--- src/rtl/psa_search_engine.sv ---
// psa_search_engine
// Scans a window of a single-port BRAM for a stored pattern. Reports the first
// match, or counts every (overlapping) match, and can resume just past the last
// reported match. Every symbol compare is a FETCH/WAIT/CMP triple.
//
// Ports
//   CLK100MHZ, reset       clock, asynchronous active-high reset
//   pat_we/pat_idx/pat_din pattern register write (ignored while busy)
//   pat_len                pattern length, sampled on start/resume
//   base_addr, blk_len     search window, sampled on start
//   count_all              0 = stop at first match, 1 = count all
//   start, resume          commands (start wins)
//   mem_addr, mem_dout     BRAM port (1-cycle read latency)
//   busy, done, found, err status
//   found_addr, match_cnt  results
module psa_search_engine #(
   parameter int unsigned DATA_W  = 8,
   parameter int unsigned ADDR_W  = 8,
   parameter int unsigned MAX_PAT = 16,
   localparam int unsigned PIDX_W = (MAX_PAT > 1) ? $clog2(MAX_PAT) : 1,
   localparam int unsigned LEN_W  = ADDR_W + 1
) (
   input  logic              CLK100MHZ,
   input  logic              reset,
   input  logic              pat_we,
   input  logic [PIDX_W-1:0] pat_idx,
   input  logic [DATA_W-1:0] pat_din,
   input  logic [LEN_W-1:0]  pat_len,
   input  logic [ADDR_W-1:0] base_addr,
   input  logic [LEN_W-1:0]  blk_len,
   input  logic              count_all,
   input  logic              start,
   input  logic              resume,
   output logic [ADDR_W-1:0] mem_addr,
   input  logic [DATA_W-1:0] mem_dout,
   output logic              busy,
   output logic              done,
   output logic              found,
   output logic              err,
   output logic [ADDR_W-1:0] found_addr,
   output logic [LEN_W-1:0]  match_cnt
);

   typedef enum logic [2:0] {StIdle, StFetch, StWait, StCmp, StDone} state_e;

   state_e            state_q, state_d;
   logic [LEN_W-1:0]  cand_q, cand_d;
   logic [PIDX_W-1:0] j_q, j_d;
   logic [LEN_W-1:0]  last_q, last_d;
   logic [LEN_W-1:0]  plen_q, plen_d;
   logic [ADDR_W-1:0] base_q, base_d;
   logic [LEN_W-1:0]  blen_q, blen_d;
   logic              cnt_all_q, cnt_all_d;
   logic              abort_q, abort_d;
   logic [ADDR_W-1:0] mem_addr_q, mem_addr_d;
   logic              done_q, done_d;
   logic              found_q, found_d;
   logic              err_q, err_d;
   logic [ADDR_W-1:0] found_addr_q, found_addr_d;
   logic [LEN_W-1:0]  match_cnt_q, match_cnt_d;
   logic [DATA_W-1:0] pat_q [MAX_PAT];

   // Command acceptance and legality of the sampled lengths
   logic              acc_start, acc_resume;
   logic [ADDR_W-1:0] acc_base;
   logic [LEN_W-1:0]  acc_blen, acc_cand, acc_last;
   logic              len_bad, too_long, past_end;

   assign acc_start  = start && (state_q == StIdle || state_q == StDone);
   assign acc_resume = resume && !start && (state_q == StDone) && found_q && !cnt_all_q;
   assign acc_base   = acc_start ? base_addr : base_q;
   assign acc_blen   = acc_start ? blk_len : blen_q;
   // Resume restarts one candidate past the last reported match.
   assign acc_cand   = acc_start ? '0 : LEN_W'(found_addr_q - base_q) + LEN_W'(1);
   assign len_bad    = (pat_len == '0) || (pat_len > LEN_W'(MAX_PAT));
   assign too_long   = pat_len > acc_blen;
   assign acc_last   = acc_blen - pat_len;
   assign past_end   = acc_cand > acc_last;

   // Compare-stage helpers
   logic              sym_eq, last_sym, last_cand, finish;
   logic [ADDR_W-1:0] cand_addr;

   assign sym_eq    = mem_dout == pat_q[j_q];
   assign last_sym  = LEN_W'(j_q) == (plen_q - LEN_W'(1));
   assign last_cand = cand_q == last_q;
   assign cand_addr = base_q + cand_q[ADDR_W-1:0];

   always_comb begin
      state_d      = state_q;
      cand_d       = cand_q;
      j_d          = j_q;
      last_d       = last_q;
      plen_d       = plen_q;
      base_d       = base_q;
      blen_d       = blen_q;
      cnt_all_d    = cnt_all_q;
      abort_d      = abort_q;
      mem_addr_d   = mem_addr_q;
      done_d       = done_q;
      found_d      = found_q;
      err_d        = err_q;
      found_addr_d = found_addr_q;
      match_cnt_d  = match_cnt_q;
      finish       = 1'b0;

      case (state_q)
         StIdle, StDone: begin
            if (acc_start || acc_resume) begin
               state_d = StFetch;
               base_d  = acc_base;
               blen_d  = acc_blen;
               plen_d  = pat_len;
               cand_d  = acc_cand;
               last_d  = acc_last;
               j_d     = '0;
               done_d  = 1'b0;
               err_d   = len_bad;
               // Illegal or empty searches pass through FETCH without reading.
               abort_d = len_bad || too_long || past_end;
               if (acc_start) begin
                  cnt_all_d   = count_all;
                  match_cnt_d = '0;
                  found_d     = 1'b0;
               end
            end
         end
         StFetch: begin
            if (abort_q) begin
               state_d = StDone;
               done_d  = 1'b1;
               found_d = !err_q && (match_cnt_q != '0);
            end else begin
               mem_addr_d = cand_addr + ADDR_W'(j_q);
               state_d    = StWait;
            end
         end
         StWait: state_d = StCmp;
         StCmp: begin
            if (sym_eq && !last_sym) begin
               j_d     = j_q + PIDX_W'(1);
               state_d = StFetch;
            end else begin
               j_d = '0;
               if (sym_eq) begin
                  match_cnt_d = match_cnt_q + LEN_W'(1);
                  if (!cnt_all_q) begin
                     found_addr_d = cand_addr;
                     finish       = 1'b1;
                  end else begin
                     if (match_cnt_q == '0) found_addr_d = cand_addr;
                     finish = last_cand;
                  end
               end else begin
                  finish = last_cand;
               end
               if (finish) begin
                  state_d = StDone;
                  done_d  = 1'b1;
                  found_d = match_cnt_d != '0;
               end else begin
                  cand_d  = cand_q + LEN_W'(1);
                  state_d = StFetch;
               end
            end
         end
         default: state_d = StIdle;
      endcase
   end

   always_ff @(posedge CLK100MHZ or posedge reset) begin
      if (reset) begin
         state_q      <= StIdle;
         cand_q       <= '0;
         j_q          <= '0;
         last_q       <= '0;
         plen_q       <= '0;
         base_q       <= '0;
         blen_q       <= '0;
         cnt_all_q    <= 1'b0;
         abort_q      <= 1'b0;
         mem_addr_q   <= '0;
         done_q       <= 1'b0;
         found_q      <= 1'b0;
         err_q        <= 1'b0;
         found_addr_q <= '0;
         match_cnt_q  <= '0;
      end else begin
         state_q      <= state_d;
         cand_q       <= cand_d;
         j_q          <= j_d;
         last_q       <= last_d;
         plen_q       <= plen_d;
         base_q       <= base_d;
         blen_q       <= blen_d;
         cnt_all_q    <= cnt_all_d;
         abort_q      <= abort_d;
         mem_addr_q   <= mem_addr_d;
         done_q       <= done_d;
         found_q      <= found_d;
         err_q        <= err_d;
         found_addr_q <= found_addr_d;
         match_cnt_q  <= match_cnt_d;
      end
   end

   always_ff @(posedge CLK100MHZ or posedge reset) begin
      if (reset) begin
         for (int i = 0; i < MAX_PAT; i++) pat_q[i] <= '0;
      end else if (pat_we && !busy) begin
         pat_q[pat_idx] <= pat_din;
      end
   end

   assign busy       = (state_q == StFetch) || (state_q == StWait) || (state_q == StCmp);
   assign mem_addr   = mem_addr_q;
   assign done       = done_q;
   assign found      = found_q;
   assign err        = err_q;
   assign found_addr = found_addr_q;
   assign match_cnt  = match_cnt_q;

endmodule

--- config.mk ---
export PLATFORM = sky130hd
export DESIGN_NAME = psa_search_engine
export DESIGN_NICKNAME = d
export VERILOG_FILES = /design/src/rtl/psa_search_engine.sv
export SDC_FILE = /design/constraint.sdc
export NUM_CORES = 1
export LEC_CHECK = 0
export ABC_AREA = 1
export ABC_CLOCK_PERIOD_IN_PS = 7000
export CORE_UTILIZATION = 25
export CTS_CLUSTER_DIAMETER = 30
export DETAILED_ROUTE_END_ITERATION = 8
export PLACE_DENSITY = 0.39
export SLEW_MARGIN = 10
export SYNTH_ARGS = -nofsm -noshare
export SYNTH_HDL_FRONTEND = slang
export SYNTH_SLANG_ARGS = --single-unit
export TNS_END_PERCENT = 10
--- constraint.sdc ---
create_clock -name CLK100MHZ -period 7 [get_ports CLK100MHZ]
set_input_delay 1.4 -clock CLK100MHZ [delete_from_list [all_inputs] [get_ports CLK100MHZ]]
set_output_delay 1.4 -clock CLK100MHZ [all_outputs]
set_load 0.005 [all_outputs]
# Word-level counts from Yosys, hierarchy flattened

Index checks and enable logic that the tools add are counted.
Widths: inputs -> output; s select.

Bits of input ports: 52
Output and inout bits: 29
Register bits after elaboration: 209

Add/subtract/negate cells: 9
Multiplexer cells: 44
Reductions and logical operators: 38
Bitwise gates (word level): 4
Equality and inequality tests: 14
$lt $le $gt $ge: 6

Operators by type and width:

| cell                | number |
|---|---|
| $bwmux 128          | 1 |
| $mux 9              | 11 |
| $mux 8              | 5 |
| $pmux 9 s2          | 2 |
| $bmux 8 s4          | 1 |
| $demux 8 s4         | 1 |
| $add 9x1->9 const B | 3 |
| $gt 9x9->1          | 2 |
| $logic_not 9->1     | 2 |
| $reduce_bool 9->1   | 2 |
| $mux 1              | 13 |
| $mux 3              | 4 |
| $ne 2x2->1 const B  | 6 |
| $pmux 3 s4          | 1 |
| $reduce_and 4->1    | 3 |
| $ge 5x5->1 const B  | 2 |
| $not 4->5           | 2 |
| $eq 4x9->1          | 1 |
| $eq 9x9->1          | 1 |
| $gt 9x5->1 const B  | 1 |
| $logic_and 1x1->1   | 9 |
| $sub 8x8->9         | 1 |
| $sub 9x1->9 const B | 1 |
| $sub 9x9->9         | 1 |
| 23 further kinds    | 39 |

# Longest topological paths before layout

Depth after elaboration: 12
Depth in mapped cells: 22
Mapped depth without buffers: 21

# Least setup slack after synthesis

No wires, ideal clock.

Path kind: input to register
From: in start
To: reg abort_q
Setup slack: 2.644 ns
Stages: 19
Required time: 6.880 ns
Buffers on the path: 1
Setup time: 0.120 ns
Arrival: 4.236 ns
Path through: nand2_1 -> clkbuf_1 -> nand2_1 -> o21ai_0 -> inv_1 -> ha_1 -> fa_1 -> o21ai_0 -> a21oi_1 -> o21ai_0 -> a21o_1 -> a21oi_1 -> xor2_1 -> ha_1 -> nand3_1 -> nor4_1 -> o211ai_1 -> o21ai_0 -> inv_1

Longest elaborated chain between the ends: 7
Elaborated cells on any way between the ends: 15
Those cells by class: 1 x add/sub; 2 x order compare; 2 x mux; 10 x reduce/logical

RTL lines:

| what                                                | line | source |
|---|---|---|
| from (decl)                                         | 32   | `input logic start,` |
| branches (longest 7 deep; another with $sub 9x9->9) | n/a  |  |
| to (signal assigned)                                | 197  | `abort_q <= abort_d;` |
| to (decl)                                           | 54   | `logic abort_q, abort_d;` |

Parallel ways; which one is timed is not known.
A chain may end at the register's enable or synchronous reset.

# Worst setup path in the final report

Ends and elaborated chain as after synthesis.

==> impl_metrics.py <==
metrics = {
    "die": {
        "fp-row-count": 78,
        "die_x_um": 217,
        "dieArea_um2": 47200,
        "initial_core_util_pct": 25.4,
        "core_area_um2": 45600,
        "ios": 81,
        "fp.dieH_um": 217,
    },
    "worst_setup_path": {
        "crit_slowest_cell": "clkdlybuf4s50_1",
        "criticalPathCategory": "in2reg",
        "cp_data_arrival_time_ns": 5.07,
        "cp_data_required_time_ns": 7.44,
        "cp-end-kind": "flip-flop",
        "path_cells": "clkdlybuf4s50_1 > nand2_1 > buf_4 > o21ai_0 > inv_1 > ha_1 > fa_1 > o21ai_0 > a21oi_1 > o21ai_0 > a21o_1 > a21oi_1 > xor2_1 > ha_1 > nand3_1 > nor4_1 > o211ai_1 > o21ai_0 > inv_1",
        "worstSetupStartpointType": "input port",
        "crit_top_cell": "o21ai_0",
        "cpPeakStageDelay_ns": 0.53,
        "crit_fanout": 22,
    },
    "cells_and_area": {
        "area_growth_pct": 33.7,
        "final_cells": 2274,
        "nFillCells": 4749,
        "finish.utilization_pct": 34.0,
        "antenna_cells": 0,
        "layout.nets": 1719,
        "final_area_um2": 15500,
        "layout.area.seq_um2": 5230,
        "drive_above_1_share_pct": 9.38,
        "multi_input_area_um2": 5450,
    },
    "synth": {
        "synth_simple_gate_area_share_pct": 24.7,
        "ys_types": 43,
        "synth_seq_area_share_pct": 45.2,
        "post_synth.cell_area_avg_um2": 7.68,
        "synthMuxAreaShare_pct": 0.540,
        "syn_inst": 1508,
        "synth_edf_count": 0,
        "synth_nets": 1613,
        "synth_flop_cell": "dfrtp_1",
        "async_flop_share_pct": 100,
        "synth_warnings": 0,
        "ys_ff_latch": 209,
        "synth_fa_ha_area_share_pct": 5.99,
        "synth-xor-area-share_pct": 2.87,
        "synth_compound_area_share_pct": 12.8,
        "synth_top_family_by_area": "simple AND/OR/NAND/NOR gates",
        "synth_area_um2": 11600,
    },
    "placement": {
        "hpwl_um": 23700,
        "dpl.cell_count": 2136,
        "placed_cell_area_um2": 12900,
        "place.gp.congestion": 0.784,
        "io_buffers": 80,
        "pre_cts_ws_ns": 1.76,
    },
    "power": {
        "power.density_nw_per_um2": 472,
        "seqPwrFrac_pct": 27.4,
        "finalPower_mw": 7.32,
        "peakVddDrop_mv": 0.207,
        "p_leak_nw": 7.50,
        "clkPwrFrac_pct": 45.9,
        "p_int_mw": 4.95,
        "power.switching_mw": 2.36,
        "p_sw_share_pct": 32.3,
        "p_comb_share_pct": 26.7,
    },
    "sta": {
        "fin_tns_setup_ns": 0,
        "rsz0062_at_grt": "false",
        "worst_slack_ns": 2.38,
        "tightest_slew_ns": 1.04,
        "period_minus_slack_ns": 4.62,
        "fin_hold_ws_ns": 0.466,
        "finalMaxSlewViolations": 0,
        "final.period_utilization_pct": 66.0,
        "fmax_mhz": 216,
        "skew_ns": 0.0251,
        "relSlewSlack_pct": 30.9,
        "setup_viol": 0,
        "hold_viol_final": 0,
    },
    "cts": {
        "cts_buffers": 76,
        "post_cts_resized": 0,
        "clock-sinks": 209,
        "clockBufferDepth": 3,
        "clock_tree.root_cell": "clkbuf_16",
        "cts_hold_buf": 0,
        "postCtsSetupRepairBufs": 0,
        "cts-htree-levels": 3,
        "clk_pin_slew_ns": 0.04,
        "cts_tree": "built",
        "clk_latency_ns": 0.58,
    },
    "route": {
        "dr_total_vias": 10100,
        "drt_iter0_markers": 610,
        "drtPass1Iterations": 5,
        "antenna_left": 0,
        "drt-total-wl_um": 36300,
        "drcViolationCount": 0,
        "drt-wirelength-per-cell_um": 16.0,
        "viasPerCell": 4.45,
    },
    "global_routing": {
        "grt_util_met1_pct": 22.1,
        "grt_antenna_before_repair": 0,
        "grt.overflow.total": 0,
        "grtUsageMet2_pct": 25.2,
        "grt_usage_pct": 16.3,
        "grt_pass1_wl_um": 59200,
        "grt_pass1_vias": 10500,
        "grt_start_max_net_pins": 119,
        "met3_usage_pct": 3.68,
        "top_usage_layer": "met2",
    },
    "worst_hold_path": {
        "hold_class": "reg2reg",
    },
    "status": {
        "run_status": "completed",
    },
    "job": {
        "maxCapViolCount": 0,
    },
}
## metal layers
metal	part of all wire, %	vias to the layer above
li1	-	5111
met1	49	4749
met2	44	195
met3	4.0	63
met4	2.6	0
met5	0	-
## final cells by class
type	count	share of cell area, %
Multi-Input combinational cell	1085	35.2
Sequential cell	209	33.8
Clock buffer	103	13.9
Timing Repair Buffer	92	5.83
Tap cell	600	4.85
Inverter	150	3.66
Clock inverter	35	2.80
## power groups by stage
| stage | clock, mW | sequential, mW | combinational (mW) |
|---|---|---|---|
| after floorplan | 0 | 1.93 | 1.47 |
| after global placement | 0 | 2.01 | 1.96 |
| after detailed placement | 0 | 2.01 | 1.98 |
| after CTS | 3.43 | 2.01 | 2.00 |
| after global routing | 3.50 | 2.08 | 2.33 |
| final | 3.36 | 2.01 | 1.95 |
## logic make-up (layout without fill, tap and decap cells)
logic type / after synthesis / in the layout
multiplexers: 5 / 5
AND/OR/NAND/NOR: 706 / 706
AO/OA/AOI/OAI: 283 / 283
adder cells (fa/ha/maj): 53 / 53
flip-flops: 209 / 209
buffers and inverters: 214 / 380
XOR/XNOR: 38 / 38
## path summary, 6_finish.rpt
check	cells after the start	start	end	slack (ns)
max	19	start	abort_q	2.38
min	2	blen_q[6]	blen_q[6]	0.47
max reg2reg	19	state_q[0]	abort_q	2.94
min reg2reg	2	blen_q[6]	blen_q[6]	0.47
max in group asynchronous	3	reset	base_q[7]	4.35
min in group asynchronous	2	reset	pat_q[99]	1.28
## registers in the layout, indices dropped and copies added (netlist names), 3 cells and up
name / cells
base_q: 8
blen_q: 9
match_cnt: 9
plen_q: 9
mem_addr: 8
found_addr: 8
last_q: 9
cand_q: 9
pat_q: 128
state_q: 3
j_q: 4
## Yosys cell counts (5+ instances only)
| cell | number | area [um2] |
|---|---|---|
| nor4_1 | 7 | 43.8 |
| o22ai_1 | 10 | 62.6 |
| ha_1 | 49 | 613 |
| buf_2 | 12 | 60.1 |
| nand2_1 | 487 | 1830 |
| buf_6 | 10 | 113 |
| nor3_1 | 7 | 35.0 |
| o211ai_1 | 7 | 52.6 |
| xnor2_1 | 11 | 96.3 |
| nand4_1 | 6 | 37.5 |
| o21ai_0 | 198 | 991 |
| dfrtp_1 | 209 | 5230 |
| clkbuf_1 | 38 | 143 |
| inv_1 | 146 | 548 |
| nand3b_1 | 5 | 37.5 |
| a21oi_1 | 37 | 185 |
| xor2_1 | 27 | 236 |
| nor2_1 | 95 | 357 |
| nand3_1 | 88 | 440 |
| o21ai_1 | 16 | 80.1 |
## layout by cell type (no fill, tap or decap), types with 2 or more instances in the layout
| master | Yosys | routed |
|---|---|---|
| a21oi_1 | 37 | 37 |
| a31oi_1 | 3 | 3 |
| buf_4 | 4 | 11 |
| bufinv_16 | 0 | 9 |
| clkbuf_1 | 38 | 13 |
| clkbuf_16 | 0 | 77 |
| clkbuf_8 | 0 | 13 |
| clkdlybuf4s50_1 | 0 | 80 |
| clkinv_2 | 0 | 21 |
| clkinv_8 | 0 | 2 |
| dfrtp_1 | 209 | 208 |
| fa_1 | 4 | 4 |
| ha_1 | 49 | 49 |
| inv_1 | 146 | 145 |
| inv_2 | 3 | 3 |
| inv_6 | 0 | 3 |
| mux2_2 | 2 | 2 |
| mux2_4 | 2 | 2 |
| nand2_1 | 487 | 487 |
| nand3_1 | 88 | 88 |
| nand3_2 | 2 | 2 |
| nand3b_1 | 5 | 5 |
| nand4_1 | 6 | 6 |
| nor2_1 | 95 | 95 |
| nor2_4 | 2 | 2 |
| nor3_1 | 7 | 7 |
| nor4_1 | 7 | 7 |
| o211ai_1 | 7 | 7 |
| o21ai_0 | 198 | 198 |
| o21ai_1 | 16 | 15 |
| o21bai_1 | 3 | 3 |
| o22ai_1 | 10 | 10 |
| o31ai_1 | 2 | 2 |
| or2_2 | 4 | 4 |
| xnor2_1 | 11 | 11 |
| xor2_1 | 27 | 27 |
## worst max-delay path: cells and delay by family
family                     cells  cell delay (ns)
AOI/OAI and AO/OA              8             1.37
and+or+nand+nor                3             0.32
xor gates and xnor gates       1             0.16
adders and majority gates      3             0.91
buffers and inverters          4             0.88
Note: power is estimated with default switching activity, not from simulation.
